**src/rtl/diff_pipe.sv**
```systemverilog
// -----------------------------------------------------------------------------
// diff_pipe -- pipelined difference unit for the miniRISC datapath.
//
// Computes a-b (signed wrap), |a-b| or a running sum of absolute differences
// through a fixed-latency pipeline of STAGES registered stages. All stages
// advance together when the output register is empty or being consumed, so
// the latency is exactly STAGES cycles whenever the consumer keeps up.
//
// Parameters:
//   WIDTH      operand / result width (>= 4)
//   STAGES     pipeline depth = latency in cycles (1..4)
//   ACC_WIDTH  SAD accumulator width (>= WIDTH), saturating
//
// Ports:
//   clk, rst_n          rising-edge clock, asynchronous active-low reset
//   in_valid, in_ready  operand handshake; in_ready depends only on the
//                       output handshake, never on in_valid
//   a, b                minuend, subtrahend
//   mode                00 signed sub, 01 abs diff, 10 SAD accumulate,
//                       11 behaves as 00
//   acc_clr             synchronous accumulator clear (clear-then-add when
//                       it meets a SAD beat entering the output register)
//   out_valid, out_ready result handshake
//   out                 result
//   zero, neg, borrow, ovf  status flags registered with out
//   acc                 SAD accumulator
// -----------------------------------------------------------------------------
module diff_pipe #(
    parameter int WIDTH     = 32,
    parameter int STAGES    = 2,
    parameter int ACC_WIDTH = 40
) (
    input  logic                 clk,
    input  logic                 rst_n,
    input  logic                 in_valid,
    output logic                 in_ready,
    input  logic [WIDTH-1:0]     a,
    input  logic [WIDTH-1:0]     b,
    input  logic [1:0]           mode,
    input  logic                 acc_clr,
    output logic                 out_valid,
    input  logic                 out_ready,
    output logic [WIDTH-1:0]     out,
    output logic                 zero,
    output logic                 neg,
    output logic                 borrow,
    output logic                 ovf,
    output logic [ACC_WIDTH-1:0] acc
);

    // Everything a beat needs to produce its result in the output stage.
    typedef struct packed {
        logic [WIDTH:0] d;       // {0,a} - {0,b}; MSB is the unsigned borrow
        logic           is_abs;  // modes 01 and 10
        logic           is_sad;  // mode 10
        logic           a_msb;
        logic           b_msb;
    } beat_t;

    logic advance;

    // The whole pipe moves in lockstep; bubbles are carried, not squeezed out.
    assign advance  = !out_valid || out_ready;
    assign in_ready = advance;

    // -------------------------------------------------------------------------
    // Stage 1 arithmetic (combinational, captured by the first register)
    // -------------------------------------------------------------------------
    beat_t in_beat;

    // NOTE: always_comb assigns a full default first so no path can leave a
    // variable unassigned and infer a latch.
    always_comb begin
        in_beat        = '0;
        in_beat.d      = {1'b0, a} - {1'b0, b};
        in_beat.is_abs = (mode == 2'b01) || (mode == 2'b10);
        in_beat.is_sad = (mode == 2'b10);
        in_beat.a_msb  = a[WIDTH-1];
        in_beat.b_msb  = b[WIDTH-1];
    end

    // pipe_beat[k] / pipe_valid[k] is what feeds register k+1; index 0 is
    // the incoming operand beat.
    beat_t pipe_beat  [STAGES];
    logic  pipe_valid [STAGES];

    assign pipe_beat[0]  = in_beat;
    assign pipe_valid[0] = in_valid;

    // -------------------------------------------------------------------------
    // Stages 1 .. STAGES-1: carry the beat unchanged
    // -------------------------------------------------------------------------
    for (genvar k = 1; k < STAGES; k++) begin : g_stage
        beat_t beat_q;
        logic  valid_q;

        // NOTE: sequential state uses non-blocking assignments so every
        // register samples its pre-edge inputs regardless of block order.
        always_ff @(posedge clk or negedge rst_n) begin
            if (!rst_n) begin
                valid_q <= 1'b0;
            end else if (advance) begin
                valid_q <= pipe_valid[k-1];
            end
        end

        // NOTE: payload registers are qualified by valid_q, so they need no
        // reset; only the valid bits must come out of reset cleared.
        always_ff @(posedge clk) begin
            if (advance) begin
                beat_q <= pipe_beat[k-1];
            end
        end

        assign pipe_beat[k]  = beat_q;
        assign pipe_valid[k] = valid_q;
    end

    // -------------------------------------------------------------------------
    // Output stage: result selection, flags and accumulator
    // -------------------------------------------------------------------------
    beat_t                last_beat;
    logic                 last_valid;
    logic [WIDTH-1:0]     diff;
    logic [WIDTH-1:0]     magnitude;
    logic [WIDTH-1:0]     result;
    logic                 res_neg;
    logic                 res_ovf;
    logic [ACC_WIDTH-1:0] acc_base;
    logic [ACC_WIDTH:0]   acc_sum;
    logic [ACC_WIDTH-1:0] acc_next;

    assign last_beat  = pipe_beat[STAGES-1];
    assign last_valid = pipe_valid[STAGES-1];

    always_comb begin
        diff      = last_beat.d[WIDTH-1:0];
        // When a < b the wrapped difference is the two's complement of b-a.
        magnitude = last_beat.d[WIDTH] ? ({WIDTH{1'b0}} - diff) : diff;
        result    = last_beat.is_abs ? magnitude : diff;
        res_neg   = !last_beat.is_abs && diff[WIDTH-1];
        res_ovf   = !last_beat.is_abs && (last_beat.a_msb != last_beat.b_msb)
                    && (diff[WIDTH-1] != last_beat.a_msb);

        // Clear-then-add when acc_clr meets a SAD beat; one extra sum bit
        // detects overflow so the accumulator saturates instead of wrapping.
        acc_base  = acc_clr ? '0 : acc;
        acc_sum   = {1'b0, acc_base} + {{(ACC_WIDTH + 1 - WIDTH){1'b0}}, result};
        acc_next  = acc_sum[ACC_WIDTH] ? '1 : acc_sum[ACC_WIDTH-1:0];
    end

    always_ff @(posedge clk or negedge rst_n) begin
        if (!rst_n) begin
            out_valid <= 1'b0;
            out       <= '0;
            zero      <= 1'b0;
            neg       <= 1'b0;
            borrow    <= 1'b0;
            ovf       <= 1'b0;
            acc       <= '0;
        end else begin
            if (advance) begin
                out_valid <= last_valid;
                if (last_valid) begin
                    out    <= result;
                    zero   <= (result == '0);
                    neg    <= res_neg;
                    borrow <= last_beat.d[WIDTH];
                    ovf    <= res_ovf;
                end
            end

            if (advance && last_valid && last_beat.is_sad) begin
                acc <= acc_next;
            end else if (acc_clr) begin
                acc <= '0;
            end
        end
    end

endmodule

```
**config.mk**
```make
export PLATFORM = sky130hd
export DESIGN_NAME = diff_pipe
export DESIGN_NICKNAME = d
export VERILOG_FILES = /design/src/rtl/diff_pipe.sv
export SDC_FILE = /design/constraint.sdc
export NUM_CORES = 1
export LEC_CHECK = 0
export ABC_CLOCK_PERIOD_IN_PS = 5000
export CELL_PAD_IN_SITES_DETAIL_PLACEMENT = 0
export CELL_PAD_IN_SITES_GLOBAL_PLACEMENT = 1
export CORE_AREA = 4 4 111 218
export CTS_CLUSTER_SIZE = 28
export DETAILED_ROUTE_END_ITERATION = 8
export DIE_AREA = 0 0 115 222
export PLACE_DENSITY_LB_ADDON = 0.12
export SYNTH_ARGS = -nofsm -noshare
export SYNTH_HDL_FRONTEND = slang
export SYNTH_SLANG_ARGS = --single-unit
```
**constraint.sdc**
```tcl
create_clock -name clk -period 5 [get_ports clk]
set_input_delay 1 -clock clk [delete_from_list [all_inputs] [get_ports clk]]
set_output_delay 1 -clock clk [all_outputs]
set_load 0.01 [all_outputs]
```
Word level (Yosys, flattened, before mapping)
Index checks and enable logic that the tools add are counted.
- eq/ne operators: 4
- add/subtract/negate cells: 3
- muxes and demuxes: 5
- reduce and logical (&&, ||, !) cells: 11
- operator list (cell ; count):
    40-bit 2-to-1 mux ; 3
    32-bit 2-to-1 mux ; 2
    40-bit by 32-bit adder with 41-bit output ; 1
    32-bit by 32-bit subtractor with 33-bit output ; 1
    32-bit zero test ; 1
    1-bit by 32-bit subtractor with 32-bit output (first input constant) ; 1
    1-bit logical AND ; 5
    2-bit by 1-bit == test with 1-bit output (second input constant) ; 1
    2-bit == test (second input constant) ; 1
    1-bit zero test ; 2
    1-bit logical OR ; 2
    1-bit != test ; 2
    2-bit AND reduction ; 1
- input bits: 71
- flip-flop bits (word level): 115
- word-level logic and storage cells: 36
- output and inout bits: 78

Depth between registers and ports, before layout
- word-level depth: 6
- mapped depth: 18
- gate-level depth less buffers: 16

Worst setup path after synthesis
No wires, ideal clock.
- path kind: flip-flop to flip-flop
- start: register g_stage[1].beat_q, in the netlist diff[6]
- end: register acc[10]
- data arrival time: 3.936 ns
- stages on the path, launching flop included: 18
- required time: 4.859 ns
- setup slack: 0.923 ns
- setup time: 0.141 ns
- clock period less this slack: 4.077 ns
- path buffers: 2
- cells stage by stage: edfxtp_1 > nor4_4 > nand4_1 > or3_1 > o21ai_0 > xor2_1 > inv_1 > ha_1 > clkbuf_1 > a21o_1 > a21o_1 > a21o_1 > nand2b_1 > a21oi_1 > nor2_1 > nand2_1 > clkbuf_1 > a31oi_1
- cells in the longest elaborated chain, start to end: 6
- ends and longest elaborated chain (element ; line ; source):
    from (decl) ; 94 ; beat_t beat_q;
    from (signal assigned) ; 111 ; beat_q <= pipe_beat[k-1];
    1-bit by 32-bit subtractor with 32-bit output ; 139 ; magnitude = last_beat.d[WIDTH] ? ({WIDTH{1'b0}} - diff) : diff;
    32-bit 2-to-1 mux ; 139 ;
    32-bit 2-to-1 mux ; 140 ; result = last_beat.is_abs ? magnitude : diff;
    via result[25] ; 126 ; logic [WIDTH-1:0] result;
    40-bit by 32-bit adder with 41-bit output ; 148 ; acc_sum = {1'b0, acc_base} + {{(ACC_WIDTH + 1 - WIDTH){1'b0}}, result};
    40-bit 2-to-1 mux ; 149 ; acc_next = acc_sum[ACC_WIDTH] ? '1 : acc_sum[ACC_WIDTH-1:0];
    40-bit 2-to-1 mux ; 173 ; if (advance && last_valid && last_beat.is_sad) begin
    to (signal assigned) ; 174 ; acc <= acc_next;
    to (decl) ; 48 ; output logic [ACC_WIDTH-1:0] acc
The timed path passes the listed nets, and every way through them passes these cells.
A chain may end at the register's enable or synchronous reset.

Final worst setup path
- start: register g_stage[1].beat_q, in the netlist diff[6]
- end: register acc[29]
Same word-level chain as after synthesis.

==> results.tsv <==
stage	metric	value	unit
run_status	outcome	finished clean	
run	max cap viols	0	
worst_setup_path	CP top delay family	simple AND/OR/NAND/NOR gates	
global_route	grt ovf	0	
synth	asr flop ratio synth	0.678	
worst_setup_path	crit-path max cell delay	0.53	ns
detailed_routing	Post-route DRC	0	
placement	routability cong.	0.894	
global_route	vias in the first global route	8509	
timing	FMAX	0.220	GHz
synth	Post-synth top cells	nand2_1 (112), nor2_1 (95), dfrtp_1 (78)	
timing	Tcrit/Tclk final	0.908	
timing	Slew Limit Headroom	0.511	
synth	share of the synthesized area in the top cell type	0.214	
synth	number of synthesized flops with an enable pin	37	
cells_and_area	post-route design area	11600	um2
placement	DP HPWL	22300	um
worst_setup_path	Crit. End Element	flop	
synth	synth unique cells	71	
worst_setup_path	CP Data Required Time	5.31	ns
power	LEAKAGE	5.12	nW
cells_and_area	layout cell share with drive strength beyond 1	0.0606	
timing	fin. max-slew vios	0	
power	PwrDens	403	nW/um2
detailed_routing	1st-iter DRT viols	439	
detailed_routing	routed vias/inst	5.48	
synth	top-count cell post-synth	nand2_1	
synth	Syn Inst Count	1073	
synth	post-synthesis area per instance	8.48	um2
synth	Synth Cell Area	9100	um2
cells_and_area	Antenna Cells	0	
timing	Setup Skew	0.0109	ns
cts	CTS tree	done	
cts	clock latency on the worst-skew pair	0.43	ns
synth	library cell with the largest summed area after synthesis	dfrtp_1	
power	total chip power	0.00467	W
cells_and_area	fin nets	1364	
cts	clk buf depth	2	
timing	Final Critical Period	4.54	ns
power	Worst IR Drop VDD	241	uV
cts	Reg clk slew, reported paths	0.06	ns
worst_setup_path	startpoint type of the worst setup path	flop	
floorplanning	Die Y	222	um
cts	Root Buffer Master	clkbuf_16	
timing	Final WS setup	0.460	ns
cts	Post CTS Setup Buffer Count	0	
timing	final setup fails	0	
detailed_routing	Post-Route WL	27700	um
placement	Port Buffer Count	148	
timing	RSZ-0062 raised after global routing	false	
synth	top cells by area, synth	dfrtp_1 (21%), edfxtp_1 (12%), ha_1 (9.2%)	
worst_setup_path	Worst Path Arrival	4.85	ns
global_route	initial antenna violation count	0	
synth	synthesis warning total	0	
floorplanning	Rows	78	
detailed_routing	Detailed Routing Iterations Pass 1	5	
floorplanning	num ports	149	
global_route	Overall Global Routing Usage	0.221	
cts	hold_buf cts	0	
cts	cts bufs inserted	17	
worst_setup_path	buffer and inverter count on the worst path	1	
worst_setup_path	highest-delay cell along the critical path	a2111oi_0	
synth	Synth Flop Type	dfrtp_1	
floorplanning	core box area	22600	um2
detailed_routing	WL per Instance	18.3	um
cts	clock sink count	115	
placement	Placed Area	11000	um2
worst_setup_path	worst-path fanout max	8	
detailed_routing	antenna viol nets, final	0	
global_route	first-pass GRT wire length	43800	um
cts	Resize count post-CTS	0	
floorplanning	Die ar.	25500	um2
worst_hold_path	Hold WC Path Type	flop to flop	
global_route	largest net degree at the start of global routing	43	
timing	setup TNS	0	ns
cts	total number of H-tree levels	4	
detailed_routing	DR vias	8309	
placement	dpl ws	0.492	ns
synth	FF+latch count, synth	115	
synth	sequential element share of the synthesized area	0.336	
cells_and_area	Area growth syn-to-layout	27.3	%
worst_setup_path	Crit Path Class	flop to flop	
synth	Post-Syn Nets	1213	
timing	final hold vios	0	
timing	Slew @ Worst Pin	0.733	ns
worst_setup_path	cell breakdown of the critical path	nor4_4, nand4_1, buf_4, nor3_1, nor2_1, xor2_1, ha_1, nand4_1, nor2_1, a22oi_1, nand3_1, a41o_1, a2111oi_0, o21a_1, a2bb2oi_1	
floorplanning	overall die width	115	um
floorplanning	Initial Util	0.402	
cells_and_area	Finished Core Util	0.512	
flip-flops by register name, indices dropped and copies added, names as in the netlist:
| name | cells |
|---|---|
| zero | 1 |
| acc | 40 |
| diff | 32 |
| out | 32 |
| borrow | 1 |
| ovf | 1 |
| g_stage.valid_q | 1 |
| g_stage.beat_q | 5 |
| neg | 1 |
| out_valid | 1 |
worst reg2reg max path, stage by stage (launching register included):
cell and delay (ns):
edfxtp_1 0.48, nor4_4 0.42, nand4_1 0.18, buf_4 0.21, nor3_1 0.43, nor2_1 0.12, xor2_1 0.31, ha_1 0.35
nand4_1 0.15, nor2_1 0.07, a22oi_1 0.33, nand3_1 0.26, a41o_1 0.32, a2111oi_0 0.53, o21a_1 0.22, a2bb2oi_1 0.06
power breakdown:
| part | switching, W | internal [W] | leakage, nW |
|---|---|---|---|
| clock | 0.000458 | 0.000880 | 0.301 |
| combinational | 0.00106 | 0.000886 | 3.45 |
| sequential | 0.000187 | 0.00120 | 1.36 |
per-layer routing:
| metal | GRT usage | routed length (um) |
|---|---|---|
| met4 | 0.134 | 1600 |
| met3 | 0.0320 | 834 |
| met5 | 0 | 0 |
| met1 | 0.217 | 9830 |
| met2 | 0.418 | 15500 |
cell type report:
| type | instances | area (um2) |
|---|---|---|
| Sequential cell | 115 | 3060 |
| Inverter | 70 | 263 |
| Multi-Input combinational cell | 846 | 5580 |
| Clock buffer | 18 | 429 |
| Tap cell | 280 | 350 |
| Fill cell | 2190 | 11000 |
| Timing Repair Buffer | 174 | 1700 |
| Clock inverter | 14 | 211 |
worst paths after layout:
kind | slack, ns | depth (start not counted) | end | start
min in group asynchronous | 0.54 | 1 | acc[23] | rst_n
worst min register to register | 0.47 | 2 | out[12] | out[12]
worst max register to register | 0.46 | 15 | acc[29] | diff[6]
worst max-delay path | 0.46 | 15 | acc[29] | diff[6]
worst min-delay path | 0.47 | 2 | out[12] | out[12]
max in group asynchronous | 3.48 | 2 | out[5] | rst_n
layout by cell type (no fill, tap or decap), types with 4 or more instances in the layout:
cell | netlist | final
nor3_1 | 21 | 21
mux2_2 | 6 | 6
xnor2_1 | 52 | 52
ha_1 | 67 | 67
a21o_1 | 31 | 31
nor4_1 | 7 | 7
nand3_1 | 25 | 25
and4_1 | 5 | 5
o41ai_1 | 4 | 4
mux2i_1 | 11 | 11
o211ai_1 | 12 | 12
a21oi_1 | 76 | 76
nand2b_1 | 16 | 15
nand2_1 | 112 | 112
clkbuf_16 | 0 | 17
o31a_1 | 4 | 4
o21ai_0 | 65 | 65
inv_1 | 70 | 70
nor2b_1 | 41 | 41
and2_1 | 8 | 8
o21a_1 | 10 | 10
nand4_1 | 11 | 11
a31oi_1 | 33 | 33
xor2_1 | 29 | 29
bufinv_16 | 0 | 5
and3_1 | 11 | 10
dfrtp_1 | 78 | 78
or3_1 | 7 | 7
o21bai_1 | 10 | 10
nand3b_1 | 4 | 4
or4_1 | 5 | 5
clkdlybuf4s50_1 | 0 | 147
edfxtp_1 | 37 | 37
a2bb2oi_1 | 7 | 7
buf_4 | 2 | 25
o31ai_1 | 6 | 6
nor2_1 | 95 | 95
stage by stage:
step,std cells,hold slack [ns]
CTS,1517,0.476
floorplan,1073,0.462
global route,1517,0.519
detailed placement,1485,0.462
finish,1517,0.469
global placement,1485,0.458
cells by family (layout without fill, tap and decap cells):
group | after synthesis | count (layout) | share of synthesized area
simple gates | 384 | 384 | 0.212
compound gates | 295 | 295 | 0.207
flops | 115 | 115 | 0.336
buf+inv | 112 | 276 | 0.0513
xor+xnor | 81 | 81 | 0.0779
fa+ha+maj | 69 | 69 | 0.0965
mux | 17 | 17 | 0.0195
(Power assumes the default switching activity.)
